<file path="config.mk">
export PLATFORM = sky130hd
export DESIGN_NAME = fetch_decode_stage
export DESIGN_NICKNAME = d
export VERILOG_FILES = /design/src/rtl/fetch_decode_stage.sv
export SDC_FILE = /design/constraint.sdc
export NUM_CORES = 1
export LEC_CHECK = 0
export CORE_UTILIZATION = 45
export CTS_BUF_LIST = sky130_fd_sc_hd__clkbuf_2
export CTS_CLUSTER_SIZE = 8
export DETAILED_ROUTE_END_ITERATION = 6
export GPL_TIMING_DRIVEN = 0
export MAX_ROUTING_LAYER = met4
export PLACE_DENSITY = 0.86
export REMOVE_ABC_BUFFERS = 1
export SYNTH_ARGS = -nofsm -noshare
export SYNTH_HDL_FRONTEND = slang
export SYNTH_SLANG_ARGS = --single-unit
</file>
<file path="constraint.sdc">
create_clock -name clk -period 2.51 [get_ports clk]
set_clock_uncertainty 0.2 [all_clocks]
set_input_delay 0.6275 -clock clk [delete_from_list [all_inputs] [get_ports clk]]
set_output_delay 0.6275 -clock clk [all_outputs]
set_load 0.005 [all_outputs]
</file>
<file path="src/rtl/fetch_decode_stage.sv">
// fetch_decode_stage
// In-order front end for the register-file/ALU stage. It fetches one RV32I word
// at a time over a req/ack handshake and decodes OP / OP-IMM into register
// indices, an ALU select and a 12-bit immediate. Each instruction is held in
// ISSUE until downstream releases stall. PC advances by 4 only on that release.
// Any word that is not a supported ALU operation is still issued, but it is
// flagged illegal and never produces a register write.
// A fetch that waits IMEM_TIMEOUT cycles without an ack parks the stage in HALT.
// Only reset leaves HALT.

module fetch_decode_stage #(
  parameter logic [31:0] RESET_PC     = 32'h0000_0000,
  parameter int unsigned IMEM_TIMEOUT = 16
) (
  input  logic        clk,
  input  logic        reset,
  output logic        imem_req,
  output logic [31:0] imem_addr,
  input  logic        imem_ack,
  input  logic [31:0] imem_rdata,
  input  logic        stall,
  output logic [4:0]  rs1,
  output logic [4:0]  rs2,
  output logic [4:0]  rd,
  output logic [6:0]  opcode,
  output logic [3:0]  Opsel,
  output logic [11:0] imm_in,
  output logic        reg_write,
  output logic        dec_valid,
  output logic        illegal,
  output logic [31:0] pc_out,
  output logic        fetch_err
);

  // Major opcodes handled by the ALU datapath
  localparam logic [6:0] OPC_OP    = 7'b0110011;
  localparam logic [6:0] OPC_OPIMM = 7'b0010011;

  // funct7 / imm[11:5] patterns: plain form and alternate (SUB/SRA) form
  localparam logic [6:0] F7_BASE = 7'b0000000;
  localparam logic [6:0] F7_ALT  = 7'b0100000;

  // ALU select encoding seen by the datapath
  localparam logic [3:0] OP_ADD  = 4'd0;
  localparam logic [3:0] OP_SUB  = 4'd1;
  localparam logic [3:0] OP_SLL  = 4'd2;
  localparam logic [3:0] OP_SLT  = 4'd3;
  localparam logic [3:0] OP_SLTU = 4'd4;
  localparam logic [3:0] OP_XOR  = 4'd5;
  localparam logic [3:0] OP_SRL  = 4'd6;
  localparam logic [3:0] OP_SRA  = 4'd7;
  localparam logic [3:0] OP_OR   = 4'd8;
  localparam logic [3:0] OP_AND  = 4'd9;

  // The counter only has to reach IMEM_TIMEOUT-1
  localparam int unsigned     CNT_W    = (IMEM_TIMEOUT > 1) ? $clog2(IMEM_TIMEOUT) : 1;
  localparam logic [CNT_W-1:0] CNT_LAST = CNT_W'(IMEM_TIMEOUT - 1);

  typedef enum logic [1:0] {
    S_FETCH = 2'd0,
    S_ISSUE = 2'd1,
    S_HALT  = 2'd2
  } state_t;

  // Decode result for one instruction word
  typedef struct packed {
    logic       ill;
    logic [3:0] opsel;
    logic [11:0] imm;
  } dec_t;

  // ALU select from funct3 alone, using the plain (non-alternate) encodings
  function automatic logic [3:0] base_opsel(input logic [2:0] f3);
    logic [3:0] sel;
    case (f3)
      3'b000:  sel = OP_ADD;
      3'b001:  sel = OP_SLL;
      3'b010:  sel = OP_SLT;
      3'b011:  sel = OP_SLTU;
      3'b100:  sel = OP_XOR;
      3'b101:  sel = OP_SRL;
      3'b110:  sel = OP_OR;
      default: sel = OP_AND;
    endcase
    return sel;
  endfunction

  // Full decode. An illegal word always reports Opsel=0 and imm=0,
  // so downstream never sees a half-valid operation.
  function automatic dec_t decode(input logic [31:0] instr);
    dec_t       d;
    logic [6:0] f7;
    logic [2:0] f3;
    f7      = instr[31:25];
    f3      = instr[14:12];
    d.ill   = 1'b1;
    d.opsel = OP_ADD;
    d.imm   = 12'd0;
    case (instr[6:0])
      OPC_OP: begin
        if (f7 == F7_BASE) begin
          d.ill   = 1'b0;
          d.opsel = base_opsel(f3);
        end else if (f7 == F7_ALT && f3 == 3'b000) begin
          d.ill   = 1'b0;
          d.opsel = OP_SUB;
        end else if (f7 == F7_ALT && f3 == 3'b101) begin
          d.ill   = 1'b0;
          d.opsel = OP_SRA;
        end
      end
      OPC_OPIMM: begin
        // The shift-immediates constrain imm[11:5]; there is no SUBI.
        case (f3)
          3'b001: begin
            if (f7 == F7_BASE) begin
              d.ill   = 1'b0;
              d.opsel = OP_SLL;
            end
          end
          3'b101: begin
            if (f7 == F7_BASE) begin
              d.ill   = 1'b0;
              d.opsel = OP_SRL;
            end else if (f7 == F7_ALT) begin
              d.ill   = 1'b0;
              d.opsel = OP_SRA;
            end
          end
          default: begin
            d.ill   = 1'b0;
            d.opsel = base_opsel(f3);
          end
        endcase
        if (!d.ill) begin
          d.imm = instr[31:20];
        end
      end
      default: ;
    endcase
    return d;
  endfunction

  state_t           r_state;
  logic [31:0]      r_pc;
  logic [CNT_W-1:0] r_cnt;
  logic             r_fetch_err;
  logic             r_dec_valid;
  logic [4:0]       r_rs1;
  logic [4:0]       r_rs2;
  logic [4:0]       r_rd;
  logic [6:0]       r_opcode;
  logic [3:0]       r_opsel;
  logic [11:0]      r_imm;
  logic             r_illegal;

  dec_t             w_dec;

  assign w_dec = decode(imem_rdata);

  // Fetch/issue/halt sequencing. Decoded fields are captured on the ack edge
  // and held for the whole issue.
  always_ff @(posedge clk) begin
    if (reset) begin
      r_state     <= S_FETCH;
      r_pc        <= RESET_PC;
      r_cnt       <= '0;
      r_fetch_err <= 1'b0;
      r_dec_valid <= 1'b0;
      r_rs1       <= 5'd0;
      r_rs2       <= 5'd0;
      r_rd        <= 5'd0;
      r_opcode    <= 7'd0;
      r_opsel     <= 4'd0;
      r_imm       <= 12'd0;
      r_illegal   <= 1'b0;
    end else begin
      case (r_state)
        S_FETCH: begin
          if (imem_ack) begin
            r_rs1       <= imem_rdata[19:15];
            r_rs2       <= imem_rdata[24:20];
            r_rd        <= imem_rdata[11:7];
            r_opcode    <= imem_rdata[6:0];
            r_opsel     <= w_dec.opsel;
            r_imm       <= w_dec.imm;
            r_illegal   <= w_dec.ill;
            r_cnt       <= '0;
            r_dec_valid <= 1'b1;
            r_state     <= S_ISSUE;
          end else if (r_cnt == CNT_LAST) begin
            r_fetch_err <= 1'b1;
            r_state     <= S_HALT;
          end else begin
            r_cnt <= r_cnt + 1'b1;
          end
        end
        S_ISSUE: begin
          if (!stall) begin
            r_pc        <= r_pc + 32'd4;
            r_dec_valid <= 1'b0;
            r_state     <= S_FETCH;
          end
        end
        S_HALT: ;
        default: begin
          r_dec_valid <= 1'b0;
          r_state     <= S_HALT;
        end
      endcase
    end
  end

  // Request is suppressed while reset is held, even though the state is already FETCH.
  assign imem_req  = (r_state == S_FETCH) && !reset;
  assign imem_addr = r_pc;
  assign pc_out    = r_pc;
  assign fetch_err = r_fetch_err;
  assign dec_valid = r_dec_valid;
  assign rs1       = r_rs1;
  assign rs2       = r_rs2;
  assign rd        = r_rd;
  assign opcode    = r_opcode;
  assign Opsel     = r_opsel;
  assign imm_in    = r_imm;
  assign illegal   = r_illegal;

  // A write fires only in the single issue cycle in which downstream accepts.
  assign reg_write = r_dec_valid && !stall && !r_illegal;

endmodule

</file>
Word level (Yosys, flattened, before mapping). Index checks and enable logic that the tools add are counted.

Register bits after elaboration: 79. Bits of input ports: 36. Output and inout bits: 107. Logic and storage cells: 72.

Add/subtract/negate cells: 2. Eq/ne operators: 16. Multiplexer cells: 22. Bitwise gates (word level): 3. Reductions and logical operators: 17.

Operators by type and width (count): $mux W5 (7); $add A32 B3 Y32 const B (1); $pmux W4 S7 (1); $mux W12 (2); $pmux W4 S5 (1); $pmux W5 S2 (2); $eq A7 B6 Y1 const B (2); $eq A3 B3 Y1 const B (3); $reduce_and A3 Y1 (3); $mux W4 (2); $eq A7 B5 Y1 const B (1); $logic_not A7 Y1 (1); $eq A3 B2 Y1 const B (2); $mux W2 (3); $ne A2 B2 Y1 const B (3); $pmux W2 S3 (1); $reduce_and A2 Y1 (3); $logic_and A1 B1 Y1 (5); $add A4 B1 Y4 const B (1); $eq A4 B4 Y1 const B (1); $eq A3 B1 Y1 const B (1); $logic_not A1 Y1 (3); $logic_not A3 Y1 (1); $ne A3 B3 Y1 const B (1); 6 further kinds (9).

Longest topological paths before layout. Gate-level depths: netlist (run 1).

Word-level depth: 7. Depth in mapped cells: 7. Mapped depth without buffers: 6.

Worst setup path before layout (run 1). OpenSTA, ideal clock, no wires.

Kind: input -> register. From: input imem_rdata[3]. To: register r_imm[0], in the netlist imm_in[0]. Library setup time: 70 ps. Arrival: 1820 ps. Required time: 2240 ps. Slack: 420 ps. Cell stages on the path: 6. Buffers on the path: 1. Path through: and4bb_1 -> and3b_1 -> buf_2 -> nor3b_2 -> nand3_1 -> a21oi_1.

Cells in the longest elaborated chain, start to end: 2.

Ends and longest elaborated chain: start: declaration (RTL line 20) `input logic [31:0] imem_rdata,`; $eq A7 B5 Y1 (RTL line 99) `case (instr[6:0])`; $mux W12 (RTL line 99); end signal: assignment (RTL line 186) `r_imm <= w_dec.imm;`; end: declaration (RTL line 154) `logic [11:0] r_imm;`.

Every way passes these cells. A chain may end at the register's enable or synchronous reset.

Worst setup path after layout (run 1).
From: register r_pc[8], in the netlist imem_addr[8]. To: output imem_addr[8].

RTL lines: start: declaration (RTL line 145) `logic [31:0] r_pc;`; start signal: assignment (RTL line 200) `r_pc <= r_pc + 32'd4;`; end: declaration (RTL line 18) `output logic [31:0] imem_addr,`.

No word-level cell between the ends.

==> results of run 1 <==
## worst max-delay path by stage
| stage | from | end | slack [ns] |
|---|---|---|---|
| final | imem_addr[8] | imem_addr[8] | 0.12 |
| after global routing | imem_addr[4] | pc_out[4] | 0.003 |
| after CTS | reset | imem_req | -0.06 |
| after detailed placement | imem_ack | Opsel[3] | -0.69 |
| after global placement | reset | imem_req | -2.13 |
| after floorplan | r_state[0] | Opsel[3] | 0.38 |
## routing by layer
| layer | GRT usage [%] | share of wire [%] | vias to the layer above |
|---|---|---|---|
| met5 | - | 0 | - |
| met4 | 8.854 | 1.6 | 0 |
| met3 | 6.468 | 8.0 | 16 |
| met2 | 36.63 | 48 | 145 |
| met1 | 23.87 | 43 | 1552 |
| li1 | - | - | 1663 |
## power breakdown
group,switching (mW),internal (mW)
combinational,0.131,0.150
clock,0.438,0.131
sequential,0.0225,1.26
## registers in the layout, summed over array words and instances, names as in the netlist
| name | cells |
|---|---|
| Opsel | 4 |
| dec_valid | 1 |
| fetch_err | 1 |
| illegal | 1 |
| imem_addr | 30 |
| imm_in | 12 |
| opcode | 7 |
| r_cnt | 4 |
| r_state | 2 |
| rd | 5 |
| rs1 | 5 |
| rs2 | 5 |
## cells by family (layout without fill, tap and decap cells)
| kind of cell | count (synthesis) | count (layout) | share of synthesized area, % |
|---|---|---|---|
| other cells | 1 | 4 | 0.1027 |
| fa+ha+maj | 2 | 2 | 0.6853 |
| xor+xnor | 27 | 27 | 6.477 |
| compound gates | 74 | 74 | 11.34 |
| mux | 3 | 3 | 0.8225 |
| buf+inv | 64 | 163 | 10.76 |
| simple gates | 191 | 191 | 27.59 |
| flops | 77 | 77 | 42.22 |
## final cells by class
cell class | count | share of cell area (%)
inverter | 6 | 0.4524
timing repair buffer | 141 | 29.05
clock inverter | 6 | 0.7540
clock buffer | 10 | 1.005
multi-input combinational | 301 | 34.91
tap | 102 | 2.563
sequential | 77 | 31.26
## metrics by stage
step	power [mW]	util [%]	cells	setup TNS (ns)	hold WS (ns)
global route	2.231	64.09	643	0	0.2093
detailed placement	1.576	62.00	625	-23.11	0.2432
CTS	2.144	63.27	641	-0.06477	0.1949
finish	2.130	64.09	643	0	0.2612
global placement	1.564	61.81	624	-79.27	0.2372
floorplan	1.395	-	384	0	0.2422
## cell usage after synthesis, types with 2 or more instances
master	number	area share (%)
clkbuf_1	16	1.6
buf_4	34	7.0
ha_1	2	0.69
o22ai_1	2	0.34
nor3b_2	2	0.69
nand4_4	2	1.2
a21oi_1	46	6.3
and3b_1	2	0.48
a31oi_1	4	0.69
nand4_1	14	2.4
nand3_1	16	2.2
nand2b_1	3	0.51
nor3b_1	3	0.62
and2_1	5	0.86
nor2_1	41	4.2
buf_2	4	0.55
o211ai_1	2	0.41
or3_1	4	0.69
a211oi_1	3	0.62
xnor2_1	12	2.9
mux2i_1	3	0.82
nor3_1	7	0.96
xor2_1	15	3.6
nor4_1	2	0.34
and4_1	3	0.72
nand2_1	68	7.0
clkbuf_8	2	0.75
inv_1	6	0.62
dfxtp_1	77	42
o21ai_0	10	1.4
and3_1	7	1.2
buf_1	2	0.21
## timing repair
| action | in CTS | in global routing |
|---|---|---|
| gates cloned | 0 | 1 |
| buffers inserted | 0 | 1 |
| resized for setup | 7 | 13 |
| setup endpoints to repair | 24 | 20 |
==> summary.txt, run 1 <==
Worst hold path
  – Hold path startpoint: reset
  – Min-Delay Path Class: input port to flip-flop
  – Hold Path End: rd[0]
  – Hold depth: 2

Cells and area
  – Reg area: 1556 um2
  – Fillers: roughly 640
  – Diodes inserted: 0
  – Commonest non-fill, non-tap cell in the layout: clkdlybuf4s50_1
  – Area growth, synth to finish: 36.36%
  – Multi-input gate area: ~1700 um2
  – Commonest cells after routing, fill and taps aside: 134 x clkdlybuf4s50_1, 67 x dfxtp_1, 67 x nand2_1, 46 x a21oi_1, 41 x nor2_1
  – Share of cells above drive strength 1: under 10%
  – Layout net count: 574
  – Post-route cell area: about 5000 um2

Global routing
  – Number of global-route vias before repair: roughly 3200
  – Total GRT Usage: between 20% and 30%
  – Gr ovfl total: 0
  – Largest net degree at the start of global routing: 42
  – First-pass GRT wire length: between 10 and 15 mm
  – Antenna violations before repair: 0

Route
  – Vias: around 3400
  – WL/cell: approximately 14 um
  – DRC Markers: 0
  – Routed Wire Length: 8.996 mm
  – Vias per cell: approximately 5.3
  – DR iter-0 viols: 90
  – Antenna Nets Post-Route: 0
  – DR pass1 iterations: 4

Critical path
  – Cell family with the largest share of critical-path delay: buffers and inverters
  – Kind of critical path: flip-flop to primary output
  – Worst Reg-to-Reg Cells: 5
  – CP Data Required Time: 1.68 ns
  – Critical path arrival: 1.56 ns
  – Worst reg2reg endpoint: Opsel[0]
  – RR Startpoint: r_state[0]
  – Crit path launch type: flip-flop
  – CP cell instances: clkdlybuf4s50_1
  – Delay of the slowest critical-path stage: 0.55 ns
  – R2r setup slk: 0.32 ns
  – Worst setup EP type: primary output
  – WP depth: 1
  – CP Max Fanout: 7
  – Slowest CP cell: clkdlybuf4s50_1
  – WP buf/inv: 1

Pwr
  – Power Density: around 430 nW/um2
  – Max VDD drop: just under 0.0003 V
  – Pleak: between 1.5 and 2 nW

Clock network
  – Clk slew on worst S/H paths: around 0.23 ns
  – Clock latency on the worst-skew pair: around 0.50 ns
  – H-tree depth: 3
  – CTS root buf: clkbuf_2
  – Hold Buf Count CTS: 0
  – CTS max path bufs: 2
  – CTS Buf Count: 9
  – CTS tree: built
  – Sink Count: 77

Run status
  – Outcome: complete, no violations

Floorplan
  – Die area: around 8500 um2
  – Num rows: 32
  – Die Y: just over 90 um
  – Initial Utilization: between 40% and 50%
  – Core footprint: 7767 um2
  – Die W: about 90 um
  – # IOs: around 140

Synthesis
  – Synthesized area per cell: between 8 and 9 um2
  – Mapped cell area: between 3000 and 4000 um2
  – Post-synth cell types: 52
  – Ys async rst share: 0%
  – Post-synthesis sequential area ratio: 42.22%
  – Post-synth EDFFs: 0
  – Synth warn: 0
  – Top FF cell, synth: dfxtp_1
  – Syn Inst Count: between 400 and 500
  – Flops & latches, synth: 77

Placement
  – Placement Cell Area: between 4000 and 5000 um2
  – DP HPWL: about 6.3 mm
  – Number of port buffers: 138
  – Final GP Congestion: roughly 0.78
  – Place WS: -0.6861 ns

Timing
  – Fmax: between 400 and 500 MHz
  – Final setup vio count: 0
  – Worst slew pin tran: between 0.7 and 0.8 ns
  – Final Slew Violations: 0
  – Final worst path period share: 95.31%
  – Tmin final: ~2.4 ns
  – Setup slack after layout: around 0.12 ns
  – Hold Vio Cnt, Final: 0
  – Max_slew headroom: between 50% and 60%
  – RSZ-0062 raised after global routing: false

Run
  – Max Cap Viol: 0
Note: power is estimated with default switching activity, not from simulation.
==> run 2, diff against run 1 <==
--- a/config.mk
+++ b/config.mk
@@ -5,7 +5,10 @@
 export SDC_FILE = /design/constraint.sdc
 export NUM_CORES = 1
 export LEC_CHECK = 0
-export CORE_UTILIZATION = 45
+export CAP_MARGIN = 40
+export CELL_PAD_IN_SITES_DETAIL_PLACEMENT = 1
+export CELL_PAD_IN_SITES_GLOBAL_PLACEMENT = 1
+export CORE_UTILIZATION = 32
 export CTS_BUF_LIST = sky130_fd_sc_hd__clkbuf_2
 export CTS_CLUSTER_SIZE = 8
 export DETAILED_ROUTE_END_ITERATION = 6
==> summary.txt, run 2 (synthesis gave the netlist of run 1 again) <==
Cells and area
  – Fillers: about 1300
  – Commonest non-fill, non-tap cell in the layout: clkdlybuf4s50_1
  – Share of cells above drive strength 1: about a tenth
  – Post-route cell area: 5087 um2
  – Area growth, synth to finish: 39.34%
  – Final Core Density: 46.32%
  – Commonest cells after routing, fill and taps aside: 135 x clkdlybuf4s50_1, 67 x nand2_1, 62 x dfxtp_1, 46 x a21oi_1, 41 x nor2_1
  – Layout net count: ~580
  – Max reg flops: 30

Clock network
  – H-tree depth: 3
  – Clk slew on worst S/H paths: 0.22 ns
  – CTS Buf Count: 9
  – CTS max path bufs: 2
  – CTS tree: built
  – CTS root buf: clkbuf_2
  – Clock latency on the worst-skew pair: about 0.50 ns
  – Sink Count: between 70 and 80

Critical path
  – Worst setup EP type: primary output
  – Crit path launch type: input port
  – Kind of critical path: input port to primary output
  – CP Data Required Time: 1.68 ns
  – CP Max Fanout: 6
  – Critical path arrival: between 1.5 and 2 ns

Floorplan
  – Core footprint: roughly 11000 um2
  – Die W: roughly 110 um
  – Num rows: 38
  – Initial Utilization: about a third
  – # IOs: 143
  – Die Y: 108.8 um
  – Die area: about 12000 um2

Placement
  – Number of port buffers: 138
  – Final GP Congestion: ~0.76
  – Placement Cell Area: 4892 um2
  – DP HPWL: about 7.8 mm

Route
  – Routed Wire Length: ~11 mm
  – WL/cell: roughly 16 um
  – DR iter-0 viols: 73
  – DR pass1 iterations: 4
  – Vias: about 3500
  – Antenna Nets Post-Route: 0
  – DRC Markers: 0
  – Vias per cell: a little over 5

Global routing
  – Gr ovfl total: 0
  – Largest net degree at the start of global routing: 42
  – First-pass GRT wire length: ~17 mm
  – Antenna violations before repair: 0
  – Total GRT Usage: between 10% and 20%
  – Number of global-route vias before repair: ~3500

Timing
  – Fmax: a little over 400 MHz
  – Worst slew pin tran: between 0.6 and 0.7 ns
  – RSZ-0062 raised after global routing: false
  – Final Hold Slack: around 0.27 ns
  – Hold Vio Cnt, Final: 0
  – Tmin final: between 2 and 2.5 ns
  – Final worst path period share: a little over nine tenths
  – Final setup vio count: 0
  – Max_slew headroom: ~58%
  – Setup tns final: 0 ns
  – Final Slew Violations: 0

Pwr
  – Clock share of power: between 30 and 40%
  – Power Density: between 400 and 500 nW/um2
  – Max VDD drop: 0.0002260 V
  – Pleak: 1.805 nW
  – Sequential share of power: between 50 and 60%
  – Switching share of power: between 20% and 30%
  – NetSw: a little over 600 uW
  – Cell-internal power: 1.648 mW
  – Total power: 2.260 mW
  – Comb pwr share: between 10 and 15%

Run status
  – Outcome: complete, no violations

Run
  – Max Cap Viol: 0

Worst hold path
  – Min-Delay Path Class: flip-flop to flip-flop
==> run 2: power groups by stage <==
stage	registers [mW]	clock network [mW]	logic (mW)
3_3_place_gp	1.30	0	0.270
6_report	1.28	0.692	0.288
5_1_grt	1.29	0.780	0.318
2_1_floorplan	1.30	0	0.0903
4_1_cts	1.28	0.730	0.289
3_5_place_dp	1.31	0	0.287
==> run 2: repair_timing <==
| action | in CTS | in global routing |
|---|---|---|
| setup endpoints to repair | 7 | 26 |
| hold buffers | 0 | 0 |
| gates cloned | 0 | 0 |
| buffers inserted | 2 | 1 |
| resized for setup | 10 | 16 |
==> run 2: cell type report <==
class,instances,area [um2],share of cell area [%]
antenna,1,2.502,0.04919
sequential,77,1565,30.77
tap,140,175.2,3.443
inverter,6,22.52,0.4427
multi-input combinational,301,1759,34.58
clock buffer,11,55.05,1.082
clock inverter,5,61.31,1.205
timing repair buffer,143,1446,28.43
==> run 2: per-layer routing <==
metal,part of all wire (%),GRT usage (%)
met1,42,20.50
met2,51,33.05
met3,5.9,4.782
met4,1.4,5.309
met5,0,-
==> run 2: worst max-delay path: stages <==
cell	delay, ns
dlygate4sd2_1	0.32
nor3b_2	0.17
clkdlybuf4s50_1	0.51
==> run 2: worst paths after layout <==
kind	start	endpoint	slack [ns]	cells after the start
max reg2reg	r_state[1]	Opsel[0]	0.31	7
max	stall	reg_write	0.05	3
min	rs2[4]	rs2[4]	0.27	2
min reg2reg	rs2[4]	rs2[4]	0.27	2
==> run 2: metrics by stage <==
step           instances  worst slack (ns)
2_1_floorplan        384            0.3787
3_3_place_gp         662            -2.113
3_5_place_dp         664           -0.5612
4_1_cts              682          0.005720
5_1_grt              683          0.005749
6_report             684           0.05438
==> run 3, diff against run 2 <==
--- a/config.mk
+++ b/config.mk
@@ -15,6 +15,7 @@
 export GPL_TIMING_DRIVEN = 0
 export MAX_ROUTING_LAYER = met4
 export PLACE_DENSITY = 0.86
+export RECOVER_POWER = 100
 export REMOVE_ABC_BUFFERS = 1
 export SYNTH_ARGS = -nofsm -noshare
 export SYNTH_HDL_FRONTEND = slang
==> summary.txt, run 3 (synthesis gave the netlist of run 1 again) <==
Run status
  – Outcome: complete, no violations

Placement
  – Placement Cell Area: around 4900 um2
  – DP HPWL: 7.799 mm
  – Final GP Congestion: 0.7571
  – Number of port buffers: ~140
  – Placed cell count: 664

Timing
  – Final Hold Slack: 0.2688 ns
  – Worst slew pin tran: just over 0.6 ns
  – RSZ-0062 raised after global routing: false
  – Final Slew Violations: 0
  – Final setup vio count: 0
  – Final worst path period share: a little over nine tenths
  – Hold Vio Cnt, Final: 0
  – Fmax: just over 400 MHz
  – Max_slew headroom: roughly three fifths
  – Tmin final: approximately 2.5 ns

Clock network
  – H-tree depth: 3
  – Hold Buf Count CTS: 0
  – CTS max path bufs: 2
  – CTS Buf Count: 9
  – Sink Count: between 70 and 80
  – CTS root buf: clkbuf_2
  – CTS tree: built
  – Clock latency on the worst-skew pair: 0.50 ns
  – Clk slew on worst S/H paths: roughly 0.23 ns

Critical path
  – Worst reg2reg endpoint: imem_addr[16]
  – Worst setup EP type: primary output
  – R2r setup slk: 0.28 ns
  – RR Startpoint: r_state[1]
  – Critical path arrival: ~1.6 ns
  – CP cell instances: dlygate4sd2_1 -> nor3b_2 -> clkdlybuf4s50_1
  – Slowest CP cell: clkdlybuf4s50_1
  – Cell family with the largest share of critical-path delay: buffers and inverters
  – WP buf/inv: 2
  – Crit path launch type: input port
  – Kind of critical path: input port to primary output
  – CP Data Required Time: roughly 1.7 ns
  – Delay of the slowest critical-path stage: just over 0.5 ns
  – CP Max Fanout: 6
  – Worst Reg-to-Reg Cells: 6

Pwr
  – NetSw: between 600 and 700 uW
  – Comb pwr share: 12.4%
  – Switching share of power: 27.30%
  – Max VDD drop: 0.0002266 V
  – Sequential share of power: a little under three fifths
  – Cell-internal power: around 1.6 mW
  – Power Density: between 400 and 500 nW/um2
  – Clock share of power: between 30% and 40%
  – Pleak: just under 2 nW

Global routing
  – First-pass GRT wire length: around 17 mm
  – Largest net degree at the start of global routing: between 40 and 50
  – Gr ovfl total: 0
  – Antenna violations before repair: 0
  – Number of global-route vias before repair: about 3500
  – Total GRT Usage: 18.63%

Cells and area
  – Post-route cell area: ~5100 um2
  – Max reg flops: 30
  – Fillers: around 1300
  – Commonest non-fill, non-tap cell in the layout: clkdlybuf4s50_1
  – Fin cells: ~700
  – Area growth, synth to finish: 38.83%
  – Commonest cells after routing, fill and taps aside: 86 x clkdlybuf4s50_1, 67 x nand2_1, 63 x dfxtp_1, 49 x dlygate4sd3_1, 46 x a21oi_1
  – Share of cells above drive strength 1: approximately 9%
  – Layout net count: about 580

Floorplan
  – Die W: 108.8 um
  – Core footprint: roughly 11000 um2
  – Die area: roughly 12000 um2
  – Die Y: about 110 um
  – Num rows: 38
  – # IOs: 143
  – Initial Utilization: between 30 and 40%

Worst hold path
  – Hold Path End: rs2[4]
  – Min-Delay Path Class: flip-flop to flip-flop
  – Hold depth: 2
  – Hold path startpoint: rs2[4]

Route
  – Routed Wire Length: 10.69 mm
  – DRC Markers: 0
  – Vias per cell: between 5 and 6
  – Vias: around 3500
  – Antenna Nets Post-Route: 0
  – DR pass1 iterations: 4
  – DR iter-0 viols: 60
  – WL/cell: roughly 16 um

Run
  – Max Cap Viol: 0
==> run 3: cell count changes in the layout (fill, tap and decap cells not counted), sizes merged <==
| cell | before | now |
|---|---|---|
| clkdlybuf4s50 | 135 | 86 |
| dlygate4sd3 | 0 | 49 |
| buf | 6 | 4 |
| clkbuf | 11 | 13 |
==> run 3: layer usage <==
| layer | global-route usage [%] | vias to the layer above | routed length, um |
|---|---|---|---|
| met5 | - | - | 0 |
| met2 | 33.05 | 122 | 5433 |
| met1 | 20.50 | 1678 | 4466 |
| met4 | 5.309 | 0 | 157 |
| li1 | - | 1664 | - |
| met3 | 4.782 | 17 | 634 |
==> run 3: power by group through the flow <==
stage	combinational (mW)	clock, mW	sequential [mW]
3_3_place_gp	0.270	0	1.30
5_1_grt	0.308	0.780	1.29
2_1_floorplan	0.0903	0	1.30
3_5_place_dp	0.287	0	1.31
6_report	0.279	0.696	1.28
4_1_cts	0.289	0.730	1.28
==> run 3: final cells by class <==
class | instances | area, um2 | share of cell area [%]
multi-input combinational | 301 | 1754 | 34.61
sequential | 77 | 1559 | 30.76
timing repair buffer | 143 | 1439 | 28.39
tap | 140 | 175.2 | 3.456
clock inverter | 5 | 61.31 | 1.210
clock buffer | 11 | 55.05 | 1.086
inverter | 6 | 22.52 | 0.4443
antenna | 1 | 2.502 | 0.04937
==> run 3: how the worst max path moves through the flow <==
stage / depth (start not counted) / from / end
finish: 3 / stall / reg_write
global route: 1 / imem_addr[18] / pc_out[18]
CTS: 1 / imem_addr[13] / imem_addr[13]
detailed placement: 6 / imem_rdata[2] / imm_in[3]
global placement: 3 / reset / imem_req
floorplan: 5 / r_state[0] / Opsel[3]
==> run 3: worst reg2reg max path: stages, from the launching register on <==
cell	delay (ns)
dfxtp_1	0.38
clkbuf_1	0.13
clkbuf_1	0.18
and4bb_1	0.45
nand4_4	0.21
or3_2	0.50
a21oi_1	0.14
==> run 3: timing repair <==
item / CTS / global route
hold endpoints to repair: 0 / 0
setup buffers: 2 / 1
endpoints found under the setup margin: 7 / 26
gates resized for setup: 10 / 16
==> run 3: through the flow <==
step,setup WS (ns),power (mW),TNS [ns],util (%)
after global placement,-2.113,1.573,-88.09,44.14
after global routing,0.005598,2.375,0,46.13
after detailed placement,-0.5612,1.593,-13.90,44.54
after CTS,0.005720,2.300,0,45.89
final,0.05367,2.255,0,46.15
after floorplan,0.3787,1.395,0,-
